`config.mk`:
```
export PLATFORM = sky130hd
export DESIGN_NAME = arb_client_mux
export DESIGN_NICKNAME = d
export VERILOG_FILES = /design/src/rtl/arb_client_mux_pkg.sv /design/src/rtl/arb_client_mux_lane_fifo.sv /design/src/rtl/arb_client_mux.sv
export SDC_FILE = /design/constraint.sdc
export NUM_CORES = 1
export LEC_CHECK = 0
export CORE_ASPECT_RATIO = 1.4
export CORE_MARGIN = 2
export CORE_UTILIZATION = 46
export DETAILED_ROUTE_END_ITERATION = 6
export GPL_TIMING_DRIVEN = 0
export PLACE_DENSITY = 0.69
export SLEW_MARGIN = 10
export SYNTH_ARGS = -nofsm -noshare
export SYNTH_HDL_FRONTEND = slang
export SYNTH_SLANG_ARGS = --single-unit
```
`constraint.sdc`:
```
create_clock -name clk -period 2.72 [get_ports clk]
set_clock_uncertainty 0.15 [all_clocks]
set_input_delay 0.272 -clock clk [delete_from_list [all_inputs] [get_ports clk]]
set_output_delay 0.272 -clock clk [all_outputs]
set_load 0.05 [all_outputs]
```
`src/rtl/arb_client_mux_pkg.sv`:
```
// Shared types and helpers for the arbiter client mux: FSM state, lane count
// type and the lane-index width helper.
package arb_pkg;

    typedef enum logic {
        IDLE = 1'b0,
        WAIT = 1'b1
    } state_t;

    typedef int unsigned lane_count_t;

    // A single lane still needs one index bit so that vectors never collapse to zero width.
    function automatic int idx_width(input lane_count_t n);
        return (n > 1) ? $clog2(n) : 1;
    endfunction

endpackage

```
`src/rtl/arb_client_mux_lane_fifo.sv`:
```
// Per-lane FIFO: registered occupancy count, no bypass, head entry always visible.
module lane_fifo #(
    parameter int DW    = 32,
    parameter int DEPTH = 2
) (
    input  logic          clk,
    input  logic          rst_n,
    input  logic          push,
    input  logic [DW-1:0] push_data,
    input  logic          pop,
    output logic          full,
    output logic          empty,
    output logic [DW-1:0] head
);

    localparam int AW = $clog2(DEPTH);
    localparam int CW = AW + 1;

    logic [DW-1:0] mem [DEPTH];
    logic [AW-1:0] wr_ptr;
    logic [AW-1:0] rd_ptr;
    logic [CW-1:0] count;
    logic          do_push;
    logic          do_pop;

    assign full    = (count == CW'(DEPTH));
    assign empty   = (count == '0);
    assign do_push = push && !full;
    assign do_pop  = pop && !empty;
    assign head    = mem[rd_ptr];

    // DEPTH is a power of two, so the pointers wrap naturally.
    always_ff @(posedge clk or negedge rst_n) begin
        if (!rst_n) begin
            wr_ptr <= '0;
            rd_ptr <= '0;
            count  <= '0;
        end else begin
            if (do_push) wr_ptr <= wr_ptr + 1'b1;
            if (do_pop)  rd_ptr <= rd_ptr + 1'b1;
            count <= count + CW'(do_push) - CW'(do_pop);
        end
    end

    always_ff @(posedge clk) begin
        if (do_push) mem[wr_ptr] <= push_data;
    end

endmodule

```
`src/rtl/arb_client_mux.sv`:
```
// Requestor-side companion to a round-robin arbiter: N lane FIFOs feed one
// valid/ready output slot. Optional grant checker under ARB_GRANT_CHECK_EN.
module arb_client_mux
    import arb_pkg::*;
#(
    parameter lane_count_t N     = 4,
    parameter int          DW    = 32,
    parameter int          DEPTH = 2
) (
    input  logic                 clk,
    input  logic                 rst_n,
    input  logic [N-1:0]         in_valid,
    output logic [N-1:0]         in_ready,
    input  logic [N*DW-1:0]      in_data,
    output logic [N-1:0]         arb_req,
    input  logic [N-1:0]         arb_grant,
    output logic                 out_valid,
    input  logic                 out_ready,
    output logic [DW-1:0]        out_data,
    output logic [$clog2(N)-1:0] out_src,
    output logic                 grant_err
);

    localparam int IW = idx_width(N);

    state_t        state;
    logic [N-1:0]  full;
    logic [N-1:0]  empty;
    logic [N-1:0]  nonempty;
    logic [N-1:0]  pop;
    logic [DW-1:0] head [N];
    logic          slot_free;
    logic          grant_ok;
    logic [IW-1:0] grant_idx;

    for (genvar g = 0; g < N; g++) begin : g_lane
        lane_fifo #(
            .DW    (DW),
            .DEPTH (DEPTH)
        ) u_fifo (
            .clk       (clk),
            .rst_n     (rst_n),
            .push      (in_valid[g]),
            .push_data (in_data[g*DW +: DW]),
            .pop       (pop[g]),
            .full      (full[g]),
            .empty     (empty[g]),
            .head      (head[g])
        );
    end

    assign in_ready  = ~full;
    assign nonempty  = ~empty;
    assign slot_free = !out_valid || out_ready;

    // Requests go out only from IDLE; WAIT stays silent so a 1-entry lane is never granted twice.
    assign arb_req  = (state == IDLE && slot_free) ? nonempty : '0;
    assign grant_ok = (state == WAIT) && $onehot(arb_grant) && |(arb_grant & nonempty);
    assign pop      = grant_ok ? arb_grant : '0;

    always_comb begin
        grant_idx = '0;
        for (int i = 0; i < int'(N); i++) begin
            if (arb_grant[i]) grant_idx = IW'(i);
        end
    end

    // Bad or missing grants simply fall back to IDLE and request again.
    always_ff @(posedge clk or negedge rst_n) begin
        if (!rst_n) begin
            state     <= IDLE;
            out_valid <= 1'b0;
            out_data  <= '0;
            out_src   <= '0;
        end else begin
            if (out_valid && out_ready) out_valid <= 1'b0;
            case (state)
                IDLE: begin
                    if (arb_req != '0) state <= WAIT;
                end
                WAIT: begin
                    state <= IDLE;
                    if (grant_ok) begin
                        out_valid <= 1'b1;
                        out_data  <= head[grant_idx];
                        out_src   <= grant_idx;
                    end
                end
                default: state <= IDLE;
            endcase
        end
    end

`ifdef ARB_GRANT_CHECK_EN
    logic grant_bad;
    logic grant_err_q;

    assign grant_bad = (state == IDLE) ? |arb_grant : !grant_ok;
    assign grant_err = grant_err_q;

    always_ff @(posedge clk or negedge rst_n) begin
        if (!rst_n)         grant_err_q <= 1'b0;
        else if (grant_bad) grant_err_q <= 1'b1;
    end

    a_grant_onehot0: assert property (@(posedge clk) disable iff (!rst_n) $onehot0(arb_grant));
`else
    assign grant_err = 1'b0;
`endif

endmodule

```
# [Yosys cells after proc, flatten, opt, wreduce, memory -nomap -nowiden]
# Memories as Yosys holds them, arrays and structs flattened.
# Cells that the tools add are included.
[totals] ram_bits=256 regBits=52 romBits=0 wordCells=100 output_inout_bits=44 latchBits=0 in_bits=139 memories=4
[classes] n_eq_ne=5 n_reduce_logical=29 n_mux=21 shifts=0 order_cmp=1 div=0 bitwise=5 n_mul=0 add_sub_neg=19
[memory_table] memory="g_lane[0].u_fifo.mem" words=2 width=32 rd=1 rd_ports_with_merged_regs=0 write_ports=1 line="arb_client_mux_lane_fifo.sv:19" rtl="logic [DW-1:0] mem [DEPTH];"
[memory_table] memory="g_lane[1].u_fifo.mem" words=2 width=32 rd=1 rd_ports_with_merged_regs=0 write_ports=1 line="arb_client_mux_lane_fifo.sv:19"
[memory_table] memory="g_lane[2].u_fifo.mem" words=2 width=32 rd=1 rd_ports_with_merged_regs=0 write_ports=1 line="arb_client_mux_lane_fifo.sv:19"
[memory_table] memory="g_lane[3].u_fifo.mem" words=2 width=32 rd=1 rd_ports_with_merged_regs=0 write_ports=1 line="arb_client_mux_lane_fifo.sv:19"
[op_table] operator="$bmux 32 s2" count=1
[op_table] operator="$mux 32" count=2
[op_table] operator="$mux 1" count=13
[op_table] operator="$logic_and 1x1->1" count=12
[op_table] operator="$logic_not 1->1" count=9
[op_table] operator="$add 1x1->1 const B" count=8
[op_table] operator="$add 2x1->2" count=4
[op_table] operator="$eq 2x2->1 const B" count=4
[op_table] operator="$logic_not 2->1" count=4
[op_table] operator="$mux 4" count=2
[op_table] operator="$not 4->4" count=2
[op_table] operator="$sub 2x1->2" count=4
[op_table] operator="$add 1x1->2" count=2
[op_table] operator="$and 4x4->4" count=1
[op_table] operator="$mux 2" count=2
[op_table] operator="$reduce_bool 4->1" count=1
[op_table] operator="$reduce_or 4->1" count=1
[op_table] operator="$add 2x2->3" count=1
[op_table] operator="$eq 3x1->1 const B" count=1
[op_table] operator="$ge 3x3->1 const B" count=1
[op_table] operator="$not 2->3" count=1
[op_table] operator="$pmux 1 s2" count=1
[op_table] operator="$reduce_and 2->1" count=1
[op_table] operator="$logic_or 1x1->1" count=1
[op_table] operator="$not 1->1" count=1

# [Logic depth before layout (Yosys ltp)]
[logic_depth] word_depth=8 mapped_depth=14 ltp_nobuf=13

# [Hierarchy]
# From an unflattened synthesis, not the netlist that was laid out.
[unflattened] cells_unflattened=728 hier_area_um2=13123.8
[modules_own_cells] mod="lane_fifo" area_per_inst_um2=2662.6 cells_each=118 instances=4
[modules_own_cells] mod="arb_client_mux" area_per_inst_um2=2473.6 cells_each=256 instances=1

# [Worst setup path after synthesis]
# OpenSTA, ideal clock, no wires.
[synth_path] path_kind="register -> register" from="reg g_lane[0].u_fifo.count[1]" to="mem g_lane[0].u_fifo.mem[0][0], enable pin" setup_slack_ns=-0.196 required_time_ns=2.149 arrival_time_ns=2.345 path_stages_with_launch=4 cell_sequence="dfrtp_1 -> nand2_1 -> nand2_1 -> nor2_1"
[synth_between] elab_chain_len=5
[synth_lines] item="start: declaration" line="arb_client_mux_lane_fifo.sv:22" rtl="logic [CW-1:0] count;"
[synth_lines] item="start signal: assignment" line="arb_client_mux_lane_fifo.sv:41" rtl="count <= count + CW'(do_push) - CW'(do_pop);"
[synth_lines] item="$eq 2x2->1" line="arb_client_mux_lane_fifo.sv:26" rtl="assign full = (count == CW'(DEPTH));"
[synth_lines] item="$logic_not 1->1" line="arb_client_mux_lane_fifo.sv:28" rtl="assign do_push = push && !full;"
[synth_lines] item="$logic_and 1x1->1" line="arb_client_mux_lane_fifo.sv:28"
[synth_lines] item="$mux 1" line="arb_client_mux_lane_fifo.sv:46" rtl="if (do_push) mem[wr_ptr] <= push_data;"
[synth_lines] item="$mux 1 (not written as such)" line="arb_client_mux_lane_fifo.sv:46"
[synth_lines] item="end: declaration" line="arb_client_mux_lane_fifo.sv:19"
# No other way between the ends.

# [Final worst setup path]
[layout_path] from="in arb_grant[0]" to="reg out_data[20]"
[layout_between] elab_chain_len=6
[layout_lines] item="start: declaration" line="arb_client_mux.sv:16" rtl="input logic [N-1:0] arb_grant,"
[layout_lines] item="$add 1x1->2 (not written as such)" line="arb_client_mux.sv:58" rtl="assign grant_ok = (state == WAIT) && $onehot(arb_grant) && |(arb_grant & nonempty);"
[layout_lines] item="$add 2x2->3 (not written as such)" line="arb_client_mux.sv:58"
[layout_lines] item="$eq 3x1->1" line="arb_client_mux.sv:58"
[layout_lines] item="$logic_and 1x1->1" line="arb_client_mux.sv:58"
[layout_lines] item="$logic_and 1x1->1 (*)" line="arb_client_mux.sv:58"
[layout_lines] item="$reduce_and 2->1 (no source line) (*)"
[layout_lines] item="end signal: assignment" line="arb_client_mux.sv:85" rtl="out_data <= head[grant_idx];"
[layout_lines] item="end: declaration" line="arb_client_mux.sv:19" rtl="output logic [DW-1:0] out_data,"
# Every way passes the cells marked *; elsewhere a longest branch is shown, timed or not.
# A chain may end at the register's enable or synchronous reset.

==> impl_metrics.ini <==
[setup_path]
crit_fanout = 6
worst-setup-path-type = input port to flip-flop
critical_path_arrival_ns = 2.93
slowest_stage = fa_1
cp-end-kind = flip-flop
crit_required_ns = 3.01
critical_path.max_stage_delay_ns = 0.53
cp_cell_sequence = dlygate4sd2_1 > inv_1 > fa_1 > inv_1 > ha_1 > ha_1 > nor2_1 > and3_1 > clkbuf_8 > and2_4 > buf_12 > bufbuf_16 > mux2_4
critPathLaunchType = input port

[logic_synthesis]
synth_edf_count = 256
syn-cell-area_um2 = 12200
synth-async-reset-ratio_pct = 16.9
ys_ff_latch = 308
yosys_warnings = 0
syn-mean-instance-area_um2 = 18.0
ys.flop_type = edfxtp_1
synth_cell_types = 33
syn_inst = 677
synth.yosys.seq_area_share_pct = 73.7
synth_nets = 827

[clock_tree]
cts_num_sinks = 308
ctsLongestPathBuffers = 3
numCtsBuffers = 29
clockRootBuffer = clkbuf_16
clk_pin_slew_worst_paths_ns = 0.07
clock_latency_ns = 0.55
cts_max_level = 1
cts_tree = done

[run]
maxCapViolations = 0

[timing]
hold_viol = 0
timing.final.crit_share_pct = 97.4
slew-limit-headroom_pct = 49.2
slew_viol_final = 0
rsz0062_at_grt = false
finalSetupViolations = 0
worst_pin_slew_ns = 0.763
max_freq_ghz = 0.378
fin_crit_ns = 2.65

[power_and_ir_drop]
leakagePower_nw = 5.74
ir_drop_mv = 0.679
power.density_nw_per_um2 = 1090
power_w = 0.0170

[drt]
route.met2.wl_mm = 15.0
wl_mm = 28.3
route.detailed.drc = 0
top_layer = met4
firstDrtPassIters = 5
via_count = 6814
wl_met1_mm = 11.1
drtIter0Drc = 523
viasPerCell = 5.46
avgRoutedWirePerCell_um = 22.6
wl_met3_mm = 1.61
ant_nets = 0

[global_route]
grt_usage_pct = 20.2
first_global_vias = 7156
antenna_found_initial = 1
grt_pass1_wl_mm = 41.9
grt_max_degree = 53
gr-total-overflow = 0

[min_path]
hold_path_class = input port to flip-flop

[die]
num_io_pins = 183
die_y_um = 197
fp.dieW_um = 142
dieArea_um2 = 27800
rows = 70
core-area_um2 = 26100
start_util_pct = 46.7

[final_layout]
synthToLayoutAreaGrowth_pct = 28.4
fin_area_um2 = 15700
drive_gt1_share_pct = 17.1
final_nets = 1051

[placement]
dp_hpwl_mm = 19.6
portBuffers = 180
gp_congestion = 0.752
dpl-instance-area_um2 = 14600

[status]
outcome = finished, final reports clean
==> final timing paths <==
| check | start | to | slack (ns) | cells past startpoint |
|---|---|---|---|---|
| worst max-delay path | arb_grant[0] | out_data[20] | 0.07 | 13 |
| worst min-delay path | arb_grant[3] | out_data[11] | 0.04 | 3 |
| worst max register to register | g_lane[0].u_fifo.count[1] | out_data[20] | 0.42 | 6 |
| worst min register to register | out_data[13] | out_data[13] | 0.36 | 1 |
| max in group asynchronous | rst_n | out_src[1] | 1.72 | 2 |
| min in group asynchronous | rst_n | out_data[18] | 0.18 | 2 |
==> flip-flops by register name, indices dropped and copies added (netlist names) <==
name,cells
g_lane.u_fifo.mem,256
out_data,32
g_lane.u_fifo.count,8
g_lane.u_fifo.rd_ptr,4
g_lane.u_fifo.wr_ptr,4
out_src,2
out_valid,1
state,1
==> kinds of logic (layout without fill, tap and decap cells) <==
kind of cell	after synthesis	after routing	share of synthesized area, %
AND/OR/NAND/NOR	38	38	1.46
XOR/XNOR	16	16	1.15
multiplexers	168	168	14.9
flip-flops	308	308	73.7
buffers and inverters	57	304	2.53
adder cells (fa/ha/maj)	11	11	1.19
other	1	2	0.0307
AO/OA/AOI/OAI	78	78	5.06
==> metrics by stage <==
step / std cells / hold slack (ns) / setup WS (ns) / utilization, % / TNS, ns
floorplan: 677 / -0.174 / 0.00209 / - / 0
global placement: 1181 / 0.344 / -0.858 / 55.2 / -123.61
detailed placement: 1189 / 0.253 / -0.883 / 56.0 / -34.84
CTS: 1248 / 0.0122 / 0.0167 / 60.0 / 0
global route: 1248 / 0.0233 / 0.0118 / 60.0 / 0
finish: 1249 / 0.0376 / 0.0720 / 60.0 / 0
==> area by class of cell <==
| cell class | count | area, µm² |
|---|---|---|
| Multi-Input combinational cell | 312 | 2960 |
| Fill cell | 2010 | 10400 |
| Tap cell | 324 | 405 |
| Clock inverter | 15 | 154 |
| Timing Repair Buffer | 193 | 2040 |
| Antenna cell | 1 | 2.50 |
| Inverter | 17 | 63.8 |
| Buffer | 40 | 282 |
| Sequential cell | 308 | 8990 |
| Clock buffer | 39 | 773 |
==> what timing repair did <==
item	CTS	global route
endpoints found under the hold margin	52	0
pin swaps	4	0
setup endpoints to repair	43	15
cloned	1	0
hold buffers	1	0
resized for setup	14	3
setup buffers	3	0
==> power breakdown <==
group,total (W),internal (W),switching (W)
Sequential,0.00703,0.00655,0.000486
Combinational,0.00605,0.00249,0.00356
Clock,0.00395,0.00228,0.00167
==> worst max-delay path, delay by kind of cell <==
kind                     cells  cell delay (ns)
adder cells (fa/ha/maj)      3             0.97
buffers and inverters        6             0.88
AND/OR/NAND/NOR              3             0.51
multiplexers                 1             0.29
==> layout by cell type, fill, tap and decap left out, types with 2 or more instances in the layout <==
cell,netlist,layout
clkbuf_16,0,29
buf_16,0,3
a222oi_1,20,20
clkinv_2,0,4
ha_1,10,10
mux2i_1,104,104
nand2b_1,3,3
clkbuf_8,0,2
a221o_1,12,12
dfrtp_1,52,52
nor2_4,1,6
nand2_1,8,8
clkbuf_1,15,23
buf_4,6,10
a31oi_1,12,12
clkdlybuf4s50_1,0,177
inv_1,17,17
nor2_1,17,9
mux2_2,50,50
clkinv_1,0,5
o221ai_1,12,12
nor2_2,0,3
buf_2,10,10
bufinv_16,0,3
o21ai_1,4,4
buf_12,0,8
buf_6,8,5
and3_2,0,4
xor2_1,4,4
a21oi_1,16,16
edfxtp_1,256,256
mux2_4,14,14
xnor2_1,12,12
==> layer usage <==
| layer | GRT usage (%) | vias up |
|---|---|---|
| met5 | 0 | - |
| met4 | 5.33 | 0 |
| met3 | 2.77 | 43 |
| met2 | 37.1 | 234 |
| met1 | 25.0 | 3417 |
| li1 | - | 3120 |
==> Yosys cell counts, types with 8 or more instances <==
master / n / share of area [%]
a222oi_1: 20 / 1.6
buf_2: 10 / 0.41
edfxtp_1: 256 / 63
nand2_1: 8 / 0.25
mux2_2: 50 / 4.6
a221o_1: 12 / 0.98
mux2_4: 14 / 1.7
buf_6: 8 / 0.74
a21oi_1: 16 / 0.66
a31oi_1: 12 / 0.62
dfrtp_1: 52 / 11
o221ai_1: 12 / 0.86
inv_1: 17 / 0.52
mux2i_1: 104 / 8.5
nor2_1: 17 / 0.52
ha_1: 10 / 1.0
xnor2_1: 12 / 0.86
clkbuf_1: 15 / 0.46
Note: power is estimated with default switching activity, not from simulation.
